### config.mk
export PLATFORM = sky130hd
export DESIGN_NAME = imm_encoder
export DESIGN_NICKNAME = d
export VERILOG_FILES = /design/src/rtl/imm_encoder.sv
export SDC_FILE = /design/constraint.sdc
export NUM_CORES = 1
export LEC_CHECK = 0
export BUFFER_PORTS_ARGS = -buffer_cell sky130_fd_sc_hd__clkbuf_2
export CELL_PAD_IN_SITES_DETAIL_PLACEMENT = 0
export CELL_PAD_IN_SITES_GLOBAL_PLACEMENT = 2
export CORE_MARGIN = 5
export CORE_UTILIZATION = 32
export CTS_BUF_LIST = sky130_fd_sc_hd__clkbuf_8
export DETAILED_ROUTE_END_ITERATION = 8
export PLACE_DENSITY_LB_ADDON = 0.1
export SYNTH_ARGS = -nofsm -noshare
export SYNTH_HDL_FRONTEND = slang
export SYNTH_SLANG_ARGS = --single-unit
### constraint.sdc
create_clock -name clk -period 1.8 [get_ports clk]
set_clock_uncertainty 0.2 [all_clocks]
set_input_delay 0.09 -clock clk [delete_from_list [all_inputs] [get_ports clk]]
set_output_delay 0.09 -clock clk [all_outputs]
set_load 0.02 [all_outputs]
### src/rtl/imm_encoder.sv
// imm_encoder: two-stage RV32I immediate packer with addressed valid/ready output and range-error flags
module imm_encoder #(
  parameter int ADDR_W = 8
) (
  input  logic              clk,
  input  logic              rst_n,
  input  logic              clear,
  input  logic              in_valid,
  output logic              in_ready,
  input  logic [1:0]        ImmSrc,
  input  logic [31:0]       base,
  input  logic [31:0]       ImmVal,
  output logic              out_valid,
  input  logic              out_ready,
  output logic [31:0]       instr,
  output logic [ADDR_W-1:0] addr,
  output logic              range_err,
  output logic              err_sticky
);
  logic        s1_v, s1_err, s2_load, fit, fit_i, fit_b, fit_j;
  logic [1:0]  s1_src;
  logic [24:0] s1_base;
  logic [20:0] s1_imm;
  logic [31:0] packed_w;
  always_comb begin
    fit_i    = &ImmVal[31:11] | ~|ImmVal[31:11];
    fit_b    = (&ImmVal[31:12] | ~|ImmVal[31:12]) & ~ImmVal[0];
    fit_j    = (&ImmVal[31:20] | ~|ImmVal[31:20]) & ~ImmVal[0];
    fit      = ImmSrc[1] ? (ImmSrc[0] ? fit_j : fit_b) : fit_i;
    s2_load  = !out_valid || out_ready;
    in_ready = !clear && (!s1_v || s2_load);
    packed_w = s1_src == 2'd0 ? {s1_imm[11:0], s1_base[19:0]} :
               s1_src == 2'd1 ? {s1_imm[11:5], s1_base[24:12], s1_imm[4:0], s1_base[6:0]} :
               s1_src == 2'd2 ? {s1_imm[12], s1_imm[10:5], s1_base[24:12], s1_imm[4:1], s1_imm[11], s1_base[6:0]} :
                                {s1_imm[20], s1_imm[10:1], s1_imm[11], s1_imm[19:12], s1_base[11:0]};
  end
  always_ff @(posedge clk or negedge rst_n) begin
    if (!rst_n) begin
      s1_v       <= 1'b0;
      s1_err     <= 1'b0;
      s1_src     <= '0;
      s1_base    <= '0;
      s1_imm     <= '0;
      out_valid  <= 1'b0;
      instr      <= '0;
      addr       <= '0;
      range_err  <= 1'b0;
      err_sticky <= 1'b0;
    end else if (clear) begin
      s1_v       <= 1'b0;
      out_valid  <= 1'b0;
      addr       <= '0;
      err_sticky <= 1'b0;
    end else begin
      if (in_valid && in_ready) begin
        s1_v    <= 1'b1;
        s1_err  <= !fit;
        s1_src  <= ImmSrc;
        s1_base <= base[24:0];
        s1_imm  <= ImmVal[20:0];
      end else if (s2_load) begin
        s1_v <= 1'b0;
      end
      if (s2_load) begin
        out_valid <= s1_v;
        if (s1_v) begin
          instr     <= packed_w;
          range_err <= s1_err;
        end
      end
      if (out_valid && out_ready) begin
        addr <= addr + 1'b1;
        if (range_err) err_sticky <= 1'b1;
      end
    end
  end
endmodule
After elaboration in Yosys (flattened, before gate mapping). Index checks and enable logic that the tools add are counted.

Flip-flop bits (word level): 93. Word-level logic and storage cells: 61.

Reduce and logical (&&, ||, !) cells: 26. Add/subtract/negate cells: 1. Equality and inequality tests: 2. Bitwise operators: 7. Mux-type cells: 15.

Operators with widths (count): 32-bit 2-to-1 mux (3); 21-bit AND reduction (1); 21-bit OR reduction (1); 20-bit AND reduction (1); 20-bit OR reduction (1); 8-bit 2-to-1 mux (2); 12-bit AND reduction (1); 12-bit OR reduction (1); 1-bit 2-to-1 mux (10); 8-bit by 1-bit adder with 8-bit output (second input constant) (1); 1-bit zero test (7); 2-bit nonzero test (3); 2-bit AND reduction (2); 1-bit logical AND (3); 1-bit bitwise OR (3); 3-bit AND reduction (1); 3-bit nonzero test (1); 1-bit bitwise AND (2); 2-bit by 1-bit == test with 1-bit output (second input constant) (1); 2-bit == test (second input constant) (1); 2-bit zero test (1); 1-bit logical OR (2); 1-bit inverter (2).

Logic depth before layout (Yosys ltp). Gate-level depths: netlist of the first run.

Word-level depth: 7. Gate-level depth with buffers: 6.

Worst setup path before layout of the first run. Ideal clock, no wire load.

Path kind: register -> register. Start point: reg out_valid. End point: reg s1_base[0]. Buffers on the path: 1. Stages on the path, launching flop included: 6. Slack: -0.173 ns. Arrival: 1.648 ns. Required time: 1.475 ns. Library setup time: 0.125 ns. Cell sequence: dfrtp_1 -> nor2b_4 -> a21oi_1 -> nand2_1 -> buf_2 -> mux2_2.

Word-level cells in the longest chain between the ends: 6.

RTL lines: start: declaration (line 13) `output logic out_valid,`; start signal: assignment (line 65) `out_valid <= s1_v;`; 1-bit zero test (line 30) `s2_load = !out_valid || out_ready;`; 1-bit logical OR (line 30); 1-bit logical OR (line 31) `in_ready = !clear && (!s1_v || s2_load);`; 1-bit logical AND (line 31); named net in_ready (line 9) `output logic in_ready,`; 1-bit logical AND (line 55) `if (in_valid && in_ready) begin`; 2-bit AND reduction (no source line); end signal: assignment (line 59) `s1_base <= base[24:0];`; end: declaration (line 22) `logic [24:0] s1_base;`.

The timed path passes the listed nets, and every way through them passes these cells. A chain may end at the register's enable or synchronous reset.

Worst setup path after layout of the first run.
Start point: reg out_valid. End point: reg s1_base[7].

Word-level cells in the longest chain between the ends: 6.

RTL lines (line): 1-bit zero test (30); 1-bit logical OR (30); 1-bit logical OR (31); 1-bit logical AND (31); 1-bit logical AND (55); 2-bit AND reduction (no source line).

Every way passes these cells.

==> flow_summary.toml, run 1 <==
[timing]
slew-limit-headroom_pct = 76.6
max_freq_mhz = 576
finalCritPeriodShare_pct = 96.4
slew_viol_final = 0
tns_ns = 0
max_slew.worst_pin.slew_ns = 0.351
finalHoldViolCount = 0
grt_setup_unrepaired = "no"
min_period_ns = 1.74
setup_viol = 0

[clock_tree]
tritoncts = "built"
root_buffer = "clkbuf_8"
cts.reportedPaths.clkPinSlew_ns = 0.09
h-tree-depth = 3
cts_setup_buffers = 0
clkSinkCount = 93
clock_latency_ns = 0.37
cts_made_buffers = 9
clk_path_buf_depth = 2

[logic_synthesis]
avgSynthCellArea_um2 = 13.4
syn_inst = 296
synth_nets = 368
synth-seq-area-share_pct = 58.8
synth_edf_count = 0
synth_flop_cell = "dfrtp_1"
yosysUniqueCellTypes = 31
ys_ff_latch = 93
syn_area_um2 = 3960
async_reset_ff_share_pct = 100
ys_warn_count = 0

[final_layout]
multi_input_area_um2 = 1540
diodes = 0
final_cells = 644
utilization_pct = 46.3
num-fill-cells = 1136
final_nets = 543
seqCellArea_um2 = 2330
stdcell_area_um2 = 5590
drive_gt1_share_pct = 44.5
area_delta_synth_final_pct = 41.1

[grt]
grt_antenna_before_repair = 0
grt_max_degree = 40
grt_use_total_pct = 13.8
grt_pass1_vias = 2992
grt_pass1_wl_mm = 15.6
overflow = 0

[placement]
io_buffers = 107
dp.cells = 574
gp_congestion = 0.712
placed_area_um2 = 4780
dpl.hpwl_mm = 6.68

[run_status]
status = "complete, no violations"

[critical_path]
required_ns = 1.85
startpoint_type = "register"
path_class = "register to register"
cp.arrival_ns = 1.79
ff2ff_setup_slack_ns = 0.06
path_max_fanout = 24
critPathCaptureType = "register"

[min_path]
hp-class = "primary input to asynchronous set/reset pin"

[routing]
dr.pass1.iters = 4
ant_nets = 0
vias_per_cell = 4.38
routed_wl_mm = 9.32
drc = 0
routedWlPerCell_um = 14.5
drt_iter0_markers = 110
via_count = 2822

[power_and_ir_drop]
p_total_uw = 5730
leakage_uw = 0.00269
irDropWorstVdd_v = 0.000398
p_per_area_nw_per_um2 = 1030

[die]
die_y_um = 121
dieWidth_um = 121
die_area_um2 = 14700
start_util_pct = 32.8
pin_count = 115
rows = 40
core_um2 = 12100

[flow_run]
drv_cap = 0
-- synth_stat cells, types with 2 or more instances --
cell / count / area, um2
dfrtp_1: 93 / 2330
mux2_2: 50 / 563
nand2_1: 25 / 93.8
o21ai_0: 25 / 125
mux2i_1: 19 / 190
mux2_4: 14 / 210
nor2_1: 13 / 48.8
a21oi_1: 8 / 40.0
nand4_1: 8 / 50.1
buf_2: 5 / 25.0
clkbuf_1: 4 / 15.0
xor2_1: 4 / 35.0
buf_4: 3 / 22.5
nor4_1: 3 / 18.8
and3_1: 2 / 12.5
buf_6: 2 / 22.5
nand2b_1: 2 / 12.5
or3_1: 2 / 12.5
or4_1: 2 / 15.0
-- final cells by class --
type / instances / area share [%]
flip-flops and latches: 93 / 41.7
clock inverters: 6 / 1.55
multi-input cells: 188 / 27.6
clock buffers: 10 / 2.46
repair buffers: 179 / 22.9
well taps: 168 / 3.76
-- metal layers --
layer / up-vias / global-route usage (%) / share of wire, %
li1: 1400 / - / -
met1: 1338 / 17.9 / 46
met2: 77 / 21.7 / 47
met3: 7 / 5.03 / 6.0
met4: 0 / 3.57 / 0.79
met5: - / 0 / 0
-- cells in the final DEF (no fill, tap or decap), drive strengths merged, types with 2 or more instances in the layout --
master	n
a21oi	8
and3	2
buf	20
bufinv	2
clkbuf	116
clkinv	3
dfrtp	93
dlygate4sd3	53
mux2	64
mux2i	19
nand2	25
nand2b	2
nand4	8
nor2	13
nor4	3
o21ai	25
or3	2
or4	2
xor2	5
-- kinds of logic after synthesis --
kind of cell	Yosys count	synth area share [%]
DFF	93	58.8
muxes	83	24.3
and+or+nand+nor	63	7.84
AOI/OAI and AO/OA	35	4.55
buffers and inverters	15	2.65
xor gates and xnor gates	6	1.52
adders and majority gates	1	0.316
-- where the power goes --
part / switching [uW] / internal [uW]
clock: 736 / 817
combinational: 729 / 727
sequential: 242 / 2480
-- sequential cells by signal, summed over array words and instances, names as in the netlist --
register    flops
addr            8
s1_src          2
s1_base        25
out_valid       1
err_sticky      1
instr          32
s1_err          1
range_err       1
s1_v            1
s1_imm         21
-- what timing repair did --
item	4_1_cts	5_1_grt
hold buffers	54	0
pin swaps	0	1
hold endpoints to repair	153	0
endpoints found under the setup margin	31	3
resized for setup	8	2
-- worst max-delay path: stages, from the launching register on --
cell and delay, ns:
dfrtp_2 0.41, nor2b_4 0.12, buf_4 0.14, a21oi_4 0.16
nand2_2 0.11, buf_12 0.18, mux2_2 0.28
-- per-stage QoR --
stage	hold WS [ns]	setup WS (ns)
6_report	0.0527	0.0646
5_1_grt	0.0580	0.00327
4_1_cts	0.0490	0.0550
3_5_place_dp	-0.168	-0.0344
3_3_place_gp	-0.169	-0.0211
2_1_floorplan	-0.406	-0.0224
-- worst paths after layout --
| kind | startpoint | end | cells after the start |
|---|---|---|---|
| max | out_valid | s1_base[7] | 6 |
| min | rst_n | instr[1] | 3 |
| max reg2reg | out_valid | s1_base[7] | 6 |
| min reg2reg | instr[14] | instr[14] | 2 |
| max in group asynchronous | rst_n | out_valid | 3 |
| min in group clk | out_ready | addr[2] | 5 |
Power figures use the tool's default switching activity.
==> run 2, diff against run 1 <==
SETUP_SLACK_MARGIN = 0.2   (was unset)
==> run 2 against run 1 <==
The flow now finishes with violations (negative hold slack); via count up 1.6%; sequential power barely moved; first-iteration DRC count decreased by 14%; design area grew 2.7%; non-clock buffer count shrank 1; combinational power increased by 5%.
==> flow_summary.toml, run 2 (synthesis gave the netlist of run 1 again) <==
[final_layout]
drive_gt1_share_pct = 49.2
seqCellArea_um2 = 2330
multi_input_area_um2 = 1650
final_common_cell = "clkbuf_2"
final_cells = 642
num-fill-cells = 1161
stdcell_area_um2 = 5740
final_nets = 542
largest_reg_flops = 32
final_cell_mix = "clkbuf_2, dfrtp_1, dlygate4sd3_1"
largest-register = "instr"
diodes = 0
area_delta_synth_final_pct = 44.9
reg_top3 = "instr: 32 flops, s1_base: 25 flops, s1_imm: 21 flops"

[timing]
slew-limit-headroom_pct = 65.1
max_slew.worst_pin.slew_ns = 0.523
max_freq_mhz = 558
whs_ns = -0.0294
slew_viol_final = 0
finalHoldViolCount = 1
setup_viol = 0
grt_setup_unrepaired = "yes"
setup_ws_ns = 0.00915
min_period_ns = 1.79
finalCritPeriodShare_pct = 99.5

[power_and_ir_drop]
clkPwrFrac_pct = 24.7
power_frac_seq_pct = 48.2
p_comb_share_pct = 27.1
leakage_uw = 0.00276
p_per_area_nw_per_um2 = 989
p_int_uw = 3920
p_total_uw = 5680
switching_power_uw = 1750
irDropWorstVdd_v = 0.000435
swShare_pct = 30.9

[routing]
ant_nets = 0
vias_per_cell = 4.47
drt_iter0_markers = 95
via_count = 2867
routedWlPerCell_um = 14.7
dr.pass1.iters = 4
drc = 0
routed_wl_mm = 9.47

[clock_tree]
tritoncts = "built"
root_buffer = "clkbuf_8"
clkSinkCount = 93
cts_hold_buf = 51
h-tree-depth = 3
clk_path_buf_depth = 2
cts_made_buffers = 9
cts.reportedPaths.clkPinSlew_ns = 0.09
clock_latency_ns = 0.36

[grt]
overflow = 0
grt_antenna_before_repair = 0
grt_use_total_pct = 13.2
grt_pass1_wl_mm = 14.9
grt_max_degree = 94
grt_pass1_vias = 2913

[die]
start_util_pct = 32.8
pin_count = 115
die_area_um2 = 14700
die_y_um = 121
dieWidth_um = 121
rows = 40
core_um2 = 12100

[min_path]
hp-class = "primary input to register"
hold_path_depth = 5
hold_start = "out_ready"
hold_path_end = "out_valid"

[placement]
dp.cells = 570
dpl.hpwl_mm = 6.19
io_buffers = 107
placed_area_um2 = 4760
place_ws_ns = -0.0525
gp_congestion = 0.731

[critical_path]
cp.arrival_ns = 1.84
path_max_fanout = 6
critPathCaptureType = "register"
startpoint_type = "register"
required_ns = 1.85
ff2ff_setup_slack_ns = 0.009
worst-r2r-cell-count = 4
path_class = "register to register"
r2r-end = "range_err"
timing.rr.start = "out_valid"

[run_status]
status = "finished with violations"
violations = "negative hold slack"

[flow_run]
drv_cap = 0
run 2: cell count changes in the layout (fill, tap and decap cells not counted), sizes merged:
cell	previous run	this run
inv	0	1
buf	20	19
bufinv	2	1
clkinvlp	1	0
dlygate4sd3	53	51
clkbuf	116	118
run 2: repair_timing:
item | CTS | global route
gates cloned | 1 | 3
pin swaps | 5 | 6
endpoints found under the hold margin | 153 | 1
resized for setup | 14 | 46
endpoints found under the setup margin | 85 | 88
buffers inserted | 2 | 0
run 2: layout make-up:
class | instances | share of cell area (%)
Clock buffer | 10 | 2.40
Sequential cell | 93 | 40.6
Timing Repair Buffer | 178 | 23.7
Multi-Input combinational cell | 188 | 28.7
Clock inverter | 5 | 0.916
Tap cell | 168 | 3.66
run 2: how the worst max path moves through the flow:
stage | cells after the start | start | slack [ns] | endpoint
detailed placement | 6 | out_valid | -0.05 | instr[13]
CTS | 6 | out_valid | 0.02 | instr[15]
floorplan | 5 | out_valid | -0.02 | instr[0]
global route | 4 | out_valid | -0.01 | instr[25]
finish | 4 | out_valid | 0.009 | range_err
global placement | 6 | out_valid | -0.03 | instr[13]
run 2: through the flow:
stage	setup TNS [ns]	util, %
detailed placement	-0.468	39.5
finish	0	47.6
CTS	0	46.0
floorplan	-0.275	-
global route	-0.0570	47.6
global placement	-0.178	39.5
run 2: metal layers:
metal | routed length [um] | global-route usage, % | vias to the layer above
met5 | 0 | 0 | -
li1 | - | - | 1398
met2 | 4450 | 20.8 | 72
met3 | 485 | 4.24 | 10
met1 | 4410 | 17.0 | 1387
met4 | 121 | 4.83 | 0
run 2: critical path, cell delays in order, from the launching register on:
cell and delay (ns):
dfrtp_2 0.41, nor2b_4 0.12, or3b_4 0.45, clkbuf_16 0.20
mux2_4 0.29
run 2: power by group through the flow:
stage | registers (uW) | logic (uW) | clock network [uW]
2_1_floorplan | 2970 | 614 | 0
3_3_place_gp | 2750 | 1360 | 0
3_5_place_dp | 2760 | 1370 | 0
4_1_cts | 2730 | 1490 | 1470
5_1_grt | 2790 | 1680 | 1550
6_report | 2730 | 1540 | 1400
==> run 3, diff against run 2 <==
ABC_AREA = 1   (was unset)
CORE_UTILIZATION = 30   (was 32)
==> run 3 against run 2 <==
The flow now finishes without violations; critical path type unchanged; highest routed layer unchanged; hold slack improved by 0.13 ns; total power increased by 0.42%; wire length grew 23%; first-iteration DRC count is 35% higher; sequential power is 3% lower; setup slack gained 0.16 ns; synthesized cell count increased by 44%; die area is 15% higher; non-clock buffer count increased by 13; design area up 8.1%; sequential share of layout area shrank 3.0 points; final cell count up 24%.
==> flow_summary.toml, run 3 <==
[die]
die_area_um2 = 16900
core_um2 = 14000
start_util_pct = 30.8
rows = 43
die_y_um = 130
pin_count = 115
dieWidth_um = 130

[final_layout]
final_cell_mix = "clkbuf_2, dfrtp_1, nand2_1"
drive_gt1_share_pct = 37.8
largest-register = "instr"
final_common_cell = "clkbuf_2"
reg_top3 = "instr: 32 flops, s1_base: 25 flops, s1_imm: 21 flops"
largest_reg_flops = 32
diodes = 0
utilization_pct = 44.3
area_delta_synth_final_pct = 43.7
final_nets = 686

[critical_path]
critPathCaptureType = "register"
cpMostUsedCell = "nand2_2"
max_stage_delay_ns = 0.42
path_max_fanout = 7
required_ns = 1.85
startpoint_type = "register"
cpLargestDelayFamily = "flip-flops"
cp.arrival_ns = 1.68
slowest_stage = "dfrtp_2"
worstPathCellList = "inv_2 -> nor2_4 -> nand2_2 -> nand2_2 -> inv_4 -> nand2_4 -> buf_8 -> mux2_4"
path_class = "register to register"
crit_buf_inv = 3

[logic_synthesis]
synth.most_common_cell = "dfrtp_1"
synth_area_leaders = "dfrtp_1, mux2_4, nand2_1, nor2_1, a21oi_1"
synth_flop_cell = "dfrtp_1"
yosysTopAreaCellShare_pct = 53.9
yosysUniqueCellTypes = 30
synth-seq-area-share_pct = 53.9
syn_area_um2 = 4320
synth_compound_area_share_pct = 11.0
synth_top_cell_by_area = "dfrtp_1"
synth_nets = 499
async_reset_ff_share_pct = 100
ys_ff_latch = 93
yosys.area_share.simple_pct = 17.4
synthAdderAreaFrac_pct = 0.290
avgSynthCellArea_um2 = 10.1
synthXorXnorAreaFrac_pct = 0
synth_top_family_by_area = "simple AND/OR/NAND/NOR gates"
ys_top_cells_by_count = "dfrtp_1, nand2_1, nor2_1"
synth.mux.area_fraction_pct = 10.4
syn_inst = 427
ys_warn_count = 0
synth_edf_count = 0

[clock_tree]
cts_made_buffers = 9
clock_latency_ns = 0.37
root_buffer = "clkbuf_8"
clkSinkCount = 93
cts.reportedPaths.clkPinSlew_ns = 0.10
h-tree-depth = 3
clk_path_buf_depth = 2
tritoncts = "built"

[timing]
tns_ns = 0
setup_viol = 0
grt_setup_unrepaired = "yes"
slew-limit-headroom_pct = 73.9
setup_ws_ns = 0.173
finalHoldViolCount = 0
min_period_ns = 1.63
slew_viol_final = 0
max_slew.worst_pin.slew_ns = 0.390
max_freq_mhz = 615
finalCritPeriodShare_pct = 90.4

[min_path]
hp-class = "primary input to register"

[routing]
topRoutingLayerUsed = "met4"
ant_nets = 0
drc = 0
routedWlPerCell_um = 14.5
met3_wirelength_um = 493
vias_per_cell = 4.39
dr.pass1.iters = 4
wl_met1_mm = 5.60
dr_wl_met2_mm = 5.32
drt_iter0_markers = 128
routed_wl_mm = 11.6
via_count = 3507

[power_and_ir_drop]
p_per_area_nw_per_um2 = 919
irDropWorstVdd_v = 0.000335
leakage_uw = 0.00307

[grt]
grt_pass1_wl_mm = 18.0
grt_max_degree = 37
grt_use_total_pct = 13.7
overflow = 0
grt_pass1_vias = 3509
grt_antenna_before_repair = 0

[placement]
gp_congestion = 0.730
place_ws_ns = 0.134
io_buffers = 107
dpl.hpwl_mm = 7.87

[flow_run]
drv_cap = 0

[run_status]
status = "complete, no violations"
==> run 3: layout make-up <==
class                   instances  area [um2]
repair buffers                191        1490
flip-flops and latches         93        2330
inverters                      35         141
clock inverters                 5        75.1
multi-input cells             284        1780
clock buffers                  11         151
fillers                      1377        7790
well taps                     180         225
==> run 3: what timing repair did <==
item / CTS / global route
pin swaps: 0 / 4
buffers inserted: 4 / 8
resized for setup: 11 / 27
endpoints found under the hold margin: 153 / 0
cloned: 1 / 5
hold buffers: 56 / 0
endpoints found under the setup margin: 45 / 66
==> run 3: report_power, final <==
group | internal, uW | switching [uW] | leakage (uW) | total [uW]
Sequential | 2430 | 215 | 0.00110 | 2650
Combinational | 666 | 797 | 0.00185 | 1460
Clock | 849 | 741 | 0.000118 | 1590
Total | 3950 | 1750 | 0.00307 | 5700
==> run 3: logic make-up (layout without fill, tap and decap cells) <==
family	after synthesis	after routing
flip-flops	93	93
buffers and inverters	51	242
AND/OR/NAND/NOR	170	171
AO/OA/AOI/OAI	82	82
adder cells (fa/ha/maj)	1	1
multiplexers	30	30
==> run 3: worst register-to-register path, cell delays in order (launching register included) <==
cell     delay (ns)
dfrtp_2        0.42
inv_2          0.07
nor2_4         0.04
nand2_2        0.06
nand2_2        0.06
inv_4          0.11
nand2_4        0.11
buf_8          0.16
mux2_4         0.29
==> run 3: final timing paths <==
kind | start | endpoint | cells after the start | slack, ns
setup reg to reg | out_valid | s1_base[13] | 8 | 0.17
min in group asynchronous | rst_n | instr[6] | 3 | 0.51
hold / removal | clear | instr[15] | 5 | 0.10
hold reg to reg | s1_err | range_err | 2 | 0.29
max in group asynchronous | rst_n | s1_src[0] | 4 | 0.35
setup / recovery | out_valid | s1_base[13] | 8 | 0.17
==> run 3: stage by stage <==
stage	instance area (um2)	hold slack [ns]	total power, uW	cells
global placement	5070	-0.162	3970	709
detailed placement	5070	-0.161	4000	709
finish	6200	0.104	5700	799
CTS	5940	0.0987	5730	786
global route	6200	0.152	6040	799
floorplan	4320	-0.406	3470	427
==> run 3: per-layer routing <==
metal  vias to the layer above  GRT usage (%)
met3                        14           2.95
met1                      1644           18.6
met4                         0           5.26
met5                         -              0
met2                        76           21.6
li1                       1773              -
